--- src/rtl/sarray_row_feeder_pkg.sv ---
// Shared widths, PE protocol encodings and feeder state encodings for the
// systolic-array left-edge feeders.
package sarray_row_feeder_pkg;

    localparam int SARRAY_W             = 4;
    localparam int SARRAY_H             = 4;
    localparam int TMMA_CNT_WIDTH       = 6;
    localparam int TMMA_PRECISION_WIDTH = 3;
    localparam int PE_INPUT_DATA_WIDTH  = 16;

    localparam logic PE_DATA_TYPE_A = 1'b0;
    localparam logic PE_DATA_TYPE_C = 1'b1;

    typedef enum logic [2:0] {
        ST_IDLE   = 3'd0,
        ST_FILL   = 3'd1,
        ST_ARMED  = 3'd2,
        ST_SKEW   = 3'd3,
        ST_STREAM = 3'd4
    } feeder_state_e;

    // One bit wider than the cnt field so that a length of exactly 2**CNT_WIDTH fits.
    function automatic logic [TMMA_CNT_WIDTH:0] stream_len(
        input logic                      is_c,
        input logic [TMMA_CNT_WIDTH-1:0] req,
        input int                        max_k
    );
        logic [TMMA_CNT_WIDTH:0] req_w;
        req_w = {1'b0, req};
        if (is_c)
            return (TMMA_CNT_WIDTH+1)'(SARRAY_W);
        if (int'(req_w) > max_k)
            return (TMMA_CNT_WIDTH+1)'(max_k);
        return req_w;
    endfunction

endpackage

--- src/rtl/sarray_row_feeder_buf.sv ---
// Operand word buffer for one feeder: single write port, combinational read
// port addressed by the stream counter. Contents are deliberately not reset.
module sarray_row_feeder_buf
    import sarray_row_feeder_pkg::*;
#(
    parameter int DEPTH = 16,
    parameter int AW    = 4
) (
    input  logic                           clk,
    input  logic                           we,
    input  logic [AW-1:0]                  waddr,
    input  logic [PE_INPUT_DATA_WIDTH-1:0] wdata,
    input  logic [AW-1:0]                  raddr,
    output logic [PE_INPUT_DATA_WIDTH-1:0] rdata
);

    logic [PE_INPUT_DATA_WIDTH-1:0] mem [DEPTH];

    always_ff @(posedge clk) begin
        if (we && (int'(waddr) < DEPTH))
            mem[waddr] <= wdata;
    end

    assign rdata = (int'(raddr) < DEPTH) ? mem[raddr] : '0;

endmodule

--- src/rtl/sarray_row_feeder.sv ---
// Left-edge transmitter for one systolic-array row: buffers a command's operand
// words, then streams them into PE(0,ROW) ROW cycles after the shared start pulse.
//
//   state     | meaning
//   ST_IDLE   | waiting for a command; cmd_ready_o high
//   ST_FILL   | accepting len operand words; wr_ready_o high
//   ST_ARMED  | buffer full, waiting for start_i
//   ST_SKEW   | down-counting ROW cycles of row skew
//   ST_STREAM | one beat per cycle until len beats are out
module sarray_row_feeder
    import sarray_row_feeder_pkg::*;
#(
    parameter int ROW   = 0,
    parameter int MAX_K = 16
) (
    input  logic                            clk,
    input  logic                            rst_n,
    input  logic                            cmd_valid_i,
    output logic                            cmd_ready_o,
    input  logic                            cmd_type_i,
    input  logic [TMMA_CNT_WIDTH-1:0]       cmd_len_i,
    input  logic [TMMA_PRECISION_WIDTH-1:0] cmd_precision_i,
    input  logic                            wr_valid_i,
    output logic                            wr_ready_o,
    input  logic [PE_INPUT_DATA_WIDTH-1:0]  wr_data_i,
    input  logic                            start_i,
    output logic                            left_data_valid_o,
    output logic [TMMA_CNT_WIDTH-1:0]       left_data_cnt_o,
    output logic                            left_data_type_o,
    output logic [TMMA_PRECISION_WIDTH-1:0] left_precision_o,
    output logic [PE_INPUT_DATA_WIDTH-1:0]  left_data_o,
    output logic                            busy_o,
    output logic                            done_o,
    output logic                            start_err_o
);

    localparam int CW = TMMA_CNT_WIDTH;
    localparam int PW = TMMA_PRECISION_WIDTH;
    localparam int DW = PE_INPUT_DATA_WIDTH;
    localparam int LW = CW + 1;
    localparam int AW = (MAX_K > 1) ? $clog2(MAX_K) : 1;
    localparam int SW = (ROW > 1) ? $clog2(ROW) : 1;

    if (MAX_K > (1 << TMMA_CNT_WIDTH) || MAX_K < SARRAY_W) begin : g_bad_cfg
        $error("sarray_row_feeder: MAX_K must lie in [SARRAY_W, 2**TMMA_CNT_WIDTH]");
    end

    feeder_state_e  state;
    logic [LW-1:0]  len_q;
    logic [LW-1:0]  fill_idx;
    logic [LW-1:0]  beat_idx;
    logic [SW-1:0]  skew_cnt;
    logic           type_q;
    logic [PW-1:0]  prec_q;

    logic           cmd_fire;
    logic           wr_fire;
    logic [LW-1:0]  cmd_len;
    logic [LW-1:0]  beat_sel;
    logic [CW-1:0]  beat_cnt;
    logic [DW-1:0]  rd_data;

    assign cmd_fire = cmd_valid_i & cmd_ready_o;
    assign wr_fire  = wr_valid_i & wr_ready_o;
    assign cmd_len  = stream_len(cmd_type_i, cmd_len_i, MAX_K);

    // Beat 0 is launched from ARMED/SKEW, later beats from STREAM at beat_idx.
    assign beat_sel = (state == ST_STREAM) ? beat_idx : '0;
    assign beat_cnt = (type_q == PE_DATA_TYPE_C) ? CW'(SARRAY_W) - CW'(beat_sel)
                                                 : CW'(beat_sel);

    sarray_row_feeder_buf #(
        .DEPTH (MAX_K),
        .AW    (AW)
    ) u_buf (
        .clk   (clk),
        .we    (wr_fire),
        .waddr (AW'(fill_idx)),
        .wdata (wr_data_i),
        .raddr (AW'(beat_sel)),
        .rdata (rd_data)
    );

    always_ff @(posedge clk or negedge rst_n) begin
        if (!rst_n) begin
            state             <= ST_IDLE;
            len_q             <= '0;
            fill_idx          <= '0;
            beat_idx          <= '0;
            skew_cnt          <= '0;
            type_q            <= 1'b0;
            prec_q            <= '0;
            cmd_ready_o       <= 1'b0;
            wr_ready_o        <= 1'b0;
            busy_o            <= 1'b0;
            done_o            <= 1'b0;
            start_err_o       <= 1'b0;
            left_data_valid_o <= 1'b0;
            left_data_cnt_o   <= '0;
            left_data_type_o  <= 1'b0;
            left_precision_o  <= '0;
            left_data_o       <= '0;
        end else begin
            left_data_valid_o <= 1'b0;
            left_data_cnt_o   <= '0;
            left_data_type_o  <= 1'b0;
            left_precision_o  <= '0;
            left_data_o       <= '0;
            done_o            <= 1'b0;

            if (start_i && (state != ST_ARMED))
                start_err_o <= 1'b1;

            case (state)
                ST_IDLE: begin
                    cmd_ready_o <= 1'b1;
                    if (cmd_fire) begin
                        type_q   <= cmd_type_i;
                        prec_q   <= cmd_precision_i;
                        len_q    <= cmd_len;
                        fill_idx <= '0;
                        if (cmd_len == '0) begin
                            done_o <= 1'b1;
                        end else begin
                            state       <= ST_FILL;
                            cmd_ready_o <= 1'b0;
                            wr_ready_o  <= 1'b1;
                            busy_o      <= 1'b1;
                        end
                    end
                end

                ST_FILL: begin
                    if (wr_fire) begin
                        fill_idx <= fill_idx + 1'b1;
                        if (fill_idx == len_q - 1'b1) begin
                            state      <= ST_ARMED;
                            wr_ready_o <= 1'b0;
                        end
                    end
                end

                ST_ARMED: begin
                    if (start_i) begin
                        if (ROW == 0) begin
                            left_data_valid_o <= 1'b1;
                            left_data_cnt_o   <= beat_cnt;
                            left_data_type_o  <= type_q;
                            left_precision_o  <= prec_q;
                            left_data_o       <= rd_data;
                            beat_idx          <= LW'(1);
                            state             <= ST_STREAM;
                        end else begin
                            skew_cnt <= SW'(ROW - 1);
                            state    <= ST_SKEW;
                        end
                    end
                end

                ST_SKEW: begin
                    if (skew_cnt == '0) begin
                        left_data_valid_o <= 1'b1;
                        left_data_cnt_o   <= beat_cnt;
                        left_data_type_o  <= type_q;
                        left_precision_o  <= prec_q;
                        left_data_o       <= rd_data;
                        beat_idx          <= LW'(1);
                        state             <= ST_STREAM;
                    end else begin
                        skew_cnt <= skew_cnt - 1'b1;
                    end
                end

                ST_STREAM: begin
                    if (beat_idx == len_q) begin
                        state       <= ST_IDLE;
                        done_o      <= 1'b1;
                        busy_o      <= 1'b0;
                        cmd_ready_o <= 1'b1;
                    end else begin
                        left_data_valid_o <= 1'b1;
                        left_data_cnt_o   <= beat_cnt;
                        left_data_type_o  <= type_q;
                        left_precision_o  <= prec_q;
                        left_data_o       <= rd_data;
                        beat_idx          <= beat_idx + 1'b1;
                    end
                end

                default: begin
                    state       <= ST_IDLE;
                    busy_o      <= 1'b0;
                    wr_ready_o  <= 1'b0;
                    cmd_ready_o <= 1'b0;
                end
            endcase
        end
    end

endmodule

--- config.mk ---
export PLATFORM = sky130hd
export DESIGN_NAME = sarray_row_feeder
export DESIGN_NICKNAME = d
export VERILOG_FILES = /design/src/rtl/sarray_row_feeder_pkg.sv /design/src/rtl/sarray_row_feeder_buf.sv /design/src/rtl/sarray_row_feeder.sv
export SDC_FILE = /design/constraint.sdc
export NUM_CORES = 1
export LEC_CHECK = 0
export ABC_AREA = 1
export CORE_MARGIN = 5
export CORE_UTILIZATION = 35
export DETAILED_ROUTE_END_ITERATION = 8
export PLACE_DENSITY = 0.57
export SETUP_SLACK_MARGIN = 0.15
export SYNTH_ARGS = -nofsm -noshare
export SYNTH_HDL_FRONTEND = slang
export SYNTH_SLANG_ARGS = --single-unit
--- constraint.sdc ---
create_clock -name clk -period 2.6 [get_ports clk]
set_input_delay 0.52 -clock clk [delete_from_list [all_inputs] [get_ports clk]]
set_output_delay 0.52 -clock clk [all_outputs]
set_load 0.01 [all_outputs]
==> impl_metrics.tcl, run 1 <==
set metrics [dict create \
    status "finished clean" \
    number_of_vias_per_cell_after_detailed_routing 5.056 \
    timing.critical_path.to "left_data_o[8]" \
    worst_skew_pair.late_latency_ns 0.51 \
    reg_to_reg_start "state[1]" \
    timing_hold_violations_final 0 \
    fillCellCount 3464 \
    cp_cell_sequence "inv_1, nand3_4, nor2_4, buf_12, buf_4, nand2_1, nand3_1, nand3_1, a21oi_1" \
    maxClockFrequency_ghz 0.4367 \
    crit_path_start "state[1]" \
    final_max_slew_viol_count 0 \
    h_tree_depth 2 \
    timing.max_slew.rel_slack_pct 45.10 \
    setup_tns_after_final_layout_ns 0 \
    finalWeightedCongestion 0.8552 \
    peak_ir_drop_on_the_vdd_network_uv 430.7 \
    design_power_total_uw 12340 \
    post_synth_main_area_contributors "edfxtp_1, dfrtp_1, nand2_1" \
    path_buf_inv 3 \
    synth_async_sr_flop_share_pct 18.73 \
    grt_overflow 0 \
    num_antenna_cells 0 \
    rsz0062_at_grt "no" \
    ys_ff_latch 315 \
    timing.reg2reg.setup_slack_ns 0.31 \
    path_depth 9 \
    post_cts_hold_buffer_count 0 \
    initial_standard_cell_utilization_of_the_core_pct 35.49 \
    layout_min_cycle_time_ns 2.290 \
    wl_microns 34370 \
    clockBufferDepth 3 \
    synth.largest_area_cell "edfxtp_1" \
    synthesis.nets 1214 \
    leakagePower_uw 0.005865 \
    hpwl_microns 21680 \
    critical_path_class "reg2reg" \
    tritoncts_num_sinks 315 \
    coreArea_sq_mm 0.03661 \
    drtAntennaViolNets 0 \
    worstPathMaxFanout 86 \
    global_route_wire_length_before_repair_microns 52710 \
    seq_area_frac_synth_pct 70.52 \
    cts.root.buffer_cell "clkbuf_16" \
    floorplan.die.width_microns 202.7 \
    timing.critical_path.from_type "register" \
    detail_route.wl_per_cell_microns 19.47 \
    die-height_microns 202.7 \
    share_of_layout_cells_above_drive_strength_1_pct 9.946 \
    postLayoutCoreUtil_pct 42.68 \
    clock_tree_from_tritoncts "yes" \
    maximum_number_of_pins_on_one_net_before_global_route_repair 87 \
    route.detailed.drc 0 \
    cts.clk_slew.worst_paths_ns 0.06 \
    initial_antenna_violation_count 0 \
    netlist_area_sq_mm 0.01299 \
    cp.arrival_ns 2.71 \
    warnings_synthesis 0 \
    syn2layout_area_growth_pct 20.25 \
    timing.final.crit_share_pct 88.07 \
    postSynthCellCount 1176 \
    synth_edf_count 256 \
    class_of_the_most_critical_hold_timing_path "in2async" \
    postSynthAreaPerCell_sq_um 11.05 \
    cp-end-kind "register" \
    setup-violations-final 0 \
    boundaryPins 63 \
    port_buffers 62 \
    count_of_routing_violations_after_the_opening_detailed_route_iteration 754 \
    ctsResizeCount 0 \
    post-synth-top-area-fraction_pct 59.16 \
    design.die.area_sq_mm 0.04108 \
    tritoncts.num_buffers 34 \
    synthFlopType "edfxtp_1" \
    postCtsSetupBuffers 0 \
    maxCapViolCount 0 \
    post_synth_num_cell_types 31 \
    cp.required_ns 3.02 \
    grt_usage_pct 16.70 \
    tightestPinTransition_ns 0.8226 \
    worst_path_dominant_cell_family "buffers and inverters" \
    via_count_of_the_first_global_routing_pass 8685 \
    power_density_mw_per_mm2 789.7 \
    layout.nets 1310 \
    r2r_end "left_data_o[8]" \
    worst_path_max_delay_cell "dfrtp_1" \
    crit_path_max_incr_delay_ns 0.40 \
    ff2ff_path_depth 9 \
    cpMostUsedCell "nand3_1" \
    fp-row-count 70 \
    clock_skews_ns 0.01523 \
    firstDrtPassIters 5 \
    vias 8924 \
]
power breakdown:
part | internal (uW) | total, uW | switching, uW
clock | 2880 | 4770 | 1890
sequential | 5700 | 5890 | 192
combinational | 537 | 1670 | 1140
total | 9120 | 12300 | 3220
flip-flops by register name (all words and copies together), names as in the netlist:
register and cells:
wr_ready_o 1, start_err_o 1, prec_q 3, type_q 1
busy_o 1, left_data_o 16, u_buf.mem 256, cmd_ready_o 1
state 3, len_q 6, left_precision_o 3, beat_idx 7
done_o 1, left_data_cnt_o 6, fill_idx 7, left_data_valid_o 1
left_data_type_o 1
per-layer routing:
metal	routed length (microns)	up-vias	track usage, %	share of wire (%)
li1	-	4232	-	-
met1	15800	4317	24.49	46
met2	15260	313	25.35	44
met3	2146	62	2.683	6.2
met4	1155	0	5.820	3.4
met5	0	-	0	0
cells in the final DEF, fill, tap and decap left out, types with 2 or more instances in the layout:
master and n:
inv_1 62, inv_2 6, xor2_1 3, clkbuf_16 35
nand4_1 10, nor2_4 2, bufinv_16 4, clkinv_1 5
nand3_1 163, buf_4 38, clkdlybuf4s50_1 61, a31oi_1 16
or2_2 3, clkinv_2 4, nor3_1 9, nand2_1 389
clkbuf_1 11, xnor2_1 3, buf_12 12, nor2_2 19
ha_1 7, edfxtp_1 256, dfrtp_1 59, o21ai_0 23
o211ai_1 16, a21oi_1 26, nor2_1 44
stage by stage:
stage	hold slack, ns	cell area [sq um]	std cells	setup slack [ns]
4_1_cts	0.05253	15630	1765	0.3635
3_3_place_gp	0.4607	14530	1704	0.2745
5_1_grt	0.1056	15630	1765	0.2259
2_1_floorplan	0.2244	12990	1176	0.5956
6_report	0.04560	15630	1765	0.3102
3_5_place_dp	0.4597	14530	1704	0.2396
how the worst min path moves through the flow:
stage,end,slack (ns),depth (start not counted)
after floorplan,beat_idx[0],0.22,0
after global placement,start_err_o,0.46,1
after detailed placement,start_err_o,0.46,1
after CTS,busy_o,0.05,1
after global routing,wr_ready_o,0.11,1
final,cmd_ready_o,0.05,1
cell families after synthesis:
family | after synthesis | synth area share [%]
DFF | 315 | 70.52
buffers and inverters | 120 | 3.784
and+or+nand+nor | 643 | 20.79
xor gates and xnor gates | 6 | 0.4045
AOI/OAI and AO/OA | 85 | 3.823
adders and majority gates | 7 | 0.6740
synth_stat cells (5+ instances only):
library cell	instances
nand4_1	10
o21ai_0	23
a21oi_1	26
o211ai_1	16
nor3_1	9
clkbuf_1	15
ha_1	7
a31oi_1	16
nand3_1	163
buf_1	8
dfrtp_1	59
nand2_1	389
nor2_1	61
buf_2	27
inv_2	5
edfxtp_1	256
inv_1	63
final cells by class:
type	instances	area (sq um)	share of cell area [%]
clock buffer	46	917.1	5.870
multi-input combinational	741	3386	21.67
sequential	315	9164	58.65
clock inverter	15	176.4	1.129
inverter	68	255.2	1.634
timing repair buffer	112	1141	7.303
tap	468	585.6	3.748
(Power assumes the default switching activity.)
==> run 2, diff against run 1 <==
- REMOVE_ABC_BUFFERS: unset -> 1
==> run 2 against run 1 <==
Critical path depth increased by 2; sequential cell count unchanged; register-to-register slack better by 0.11 ns; clock power is essentially flat; cell count grew 0.28%; cell area increased by 0.34%; worst hold slack lost 0.034 ns; clock skew is 0.014 ns higher.
==> impl_metrics.tcl, run 2 (synthesized netlist as in run 1, its figures left out) <==
set metrics [dict create \
    largest_register_ff_count 256 \
    vias 8807 \
    r2r_end "left_data_o[8]" \
    internal_power_uw 8973 \
    leakagePower_uw 0.005879 \
    drtAntennaViolNets 0 \
    tritoncts_num_sinks 315 \
    timing.reg2reg.setup_slack_ns 0.42 \
    regArea_sq_mm 0.009164 \
    maxCapViolCount 0 \
    rsz0062_at_grt "no" \
    ff2ff_path_depth 11 \
    maximum_number_of_pins_on_one_net_before_global_route_repair 65 \
    clock_tree_from_tritoncts "yes" \
    timing.max_slew.rel_slack_pct 37.51 \
    post_cts_hold_buffer_count 0 \
    design.die.area_sq_mm 0.04108 \
    final.setup.worst_slack_ns 0.4204 \
    num_antenna_cells 0 \
    boundaryPins 63 \
    via_count_of_the_first_global_routing_pass 8613 \
    grt_usage_pct 15.76 \
    layout.nets 1314 \
    clock_skews_ns 0.02967 \
    wl_microns 32670 \
    initial_standard_cell_utilization_of_the_core_pct 35.49 \
    reg_top3 "u_buf.mem x256, left_data_o x16" \
    cts.root.buffer_cell "clkbuf_16" \
    share_of_layout_cells_above_drive_strength_1_pct 10.29 \
    fp-row-count 70 \
    class_of_the_most_critical_hold_timing_path "in2async" \
    comb_power_share_pct 13.5 \
    clockBufferDepth 3 \
    h_tree_depth 2 \
    post_route_worst_hold_slack_ns 0.01155 \
    cp.arrival_ns 2.61 \
    tritoncts.num_buffers 36 \
    multi_input_comb_area_sq_mm 0.003386 \
    peak_ir_drop_on_the_vdd_network_uv 534.4 \
    count_of_routing_violations_after_the_opening_detailed_route_iteration 703 \
    timing_hold_violations_final 0 \
    hpwl_microns 20470 \
    power_density_mw_per_mm2 785.6 \
    global_route_wire_length_before_repair_microns 50510 \
    final_max_slew_viol_count 0 \
    most_common_cell_after_layout_fill_and_taps_aside "nand2_1" \
    port_buffers 62 \
    layout_min_cycle_time_ns 2.180 \
    setup-violations-final 0 \
    finalWeightedCongestion 0.8461 \
    reg_to_reg_start "state[0]" \
    detail_route.wl_per_cell_microns 18.46 \
    floorplan.die.width_microns 202.7 \
    grt_util_met2_pct 24.46 \
    net-switching-power_uw 3343 \
    part_of_the_power_in_the_clock_network_pct 38.6 \
    status "finished clean" \
    postCtsSetupBuffers 0 \
    p_sw_share_pct 27.14 \
    worstPathMaxFanout 37 \
    timing.critical_path.from_type "register" \
    global_route.peak_usage_layer "met2" \
    route.detailed.drc 0 \
    ctsResizeCount 0 \
    syn2layout_area_growth_pct 20.65 \
    layout.cells.most_common_list "nand2_1, edfxtp_1, nand3_1" \
    cp-end-kind "register" \
    grt_util_met1_pct 23.11 \
    die-height_microns 202.7 \
    worst_skew_pair.late_latency_ns 0.54 \
    cp.required_ns 3.03 \
    coreArea_sq_mm 0.03661 \
    sequentialPowerShare_pct 47.9 \
    place_worst_setup_slack_ns 0.3098 \
    postLayoutCoreUtil_pct 42.82 \
    critical_path_class "reg2reg" \
    largest_register "u_buf.mem" \
    number_of_vias_per_cell_after_detailed_routing 4.976 \
    grt.met3_usage_pct 2.811 \
    initial_antenna_violation_count 0 \
    grt_overflow 0 \
    maxClockFrequency_ghz 0.4588 \
    tightestPinTransition_ns 0.9364 \
    firstDrtPassIters 5 \
    fillCellCount 3476 \
    timing.final.crit_share_pct 83.83 \
    cts.clk_slew.worst_paths_ns 0.06 \
]
run 2: cell count changes in the layout (fill, tap and decap cells not counted), sizes merged:
cell	previous run	this run
buf	51	53
clkinvlp	0	2
clkbuf	46	50
bufinv	4	0
inv	69	70
run 2: how the worst max path moves through the flow:
stage,to,from,cells after the start
4_1_cts,left_data_o[15],state[0],11
2_1_floorplan,left_data_cnt_o[4],state[0],8
3_5_place_dp,u_buf.mem[4][13],wr_valid_i,6
5_1_grt,left_data_o[15],state[0],11
3_3_place_gp,fill_idx[6],wr_valid_i,11
6_report,left_data_o[8],state[0],11
run 2: cell type report:
type / count / area share [%]
Sequential cell: 315 / 58.45
Timing Repair Buffer: 114 / 7.454
Inverter: 68 / 1.628
Clock inverter: 14 / 0.7263
Multi-Input combinational cell: 741 / 21.60
Clock buffer: 50 / 6.409
Tap cell: 468 / 3.735
run 2: layer usage:
layer  wire length [microns]  part of all wire, %
met1                   15320                   47
met2                   14770                   45
met3                    2025                  6.2
met4                     554                  1.7
met5                       0                    0
run 2: per-stage QoR:
stage	instance area [sq um]	TNS, ns	instances	power, uW
after global placement	14560	0	1706	7645
after detailed placement	14560	0	1706	7658
after CTS	15680	0	1770	12440
final	15680	0	1770	12320
after floorplan	12760	-36.96	1124	6950
after global routing	15680	0	1770	12890
run 2: worst max-delay path, stage by stage, from the launching register on:
cell	delay, ns
dfrtp_1	0.40
inv_1	0.13
nand3_4	0.19
nor2_4	0.19
buf_12	0.24
buf_12	0.22
nand2_1	0.07
nand3_1	0.09
nand2_1	0.06
nand2_1	0.07
nand3_1	0.18
a21oi_1	0.19
run 2: power groups by stage:
stage / registers [uW] / clock network [uW] / logic, uW
after CTS: 5890 / 4870 / 1680
after detailed placement: 5990 / 0 / 1670
after global placement: 5990 / 0 / 1650
after floorplan: 5950 / 0 / 1000
final: 5900 / 4750 / 1660
after global routing: 5930 / 5070 / 1900
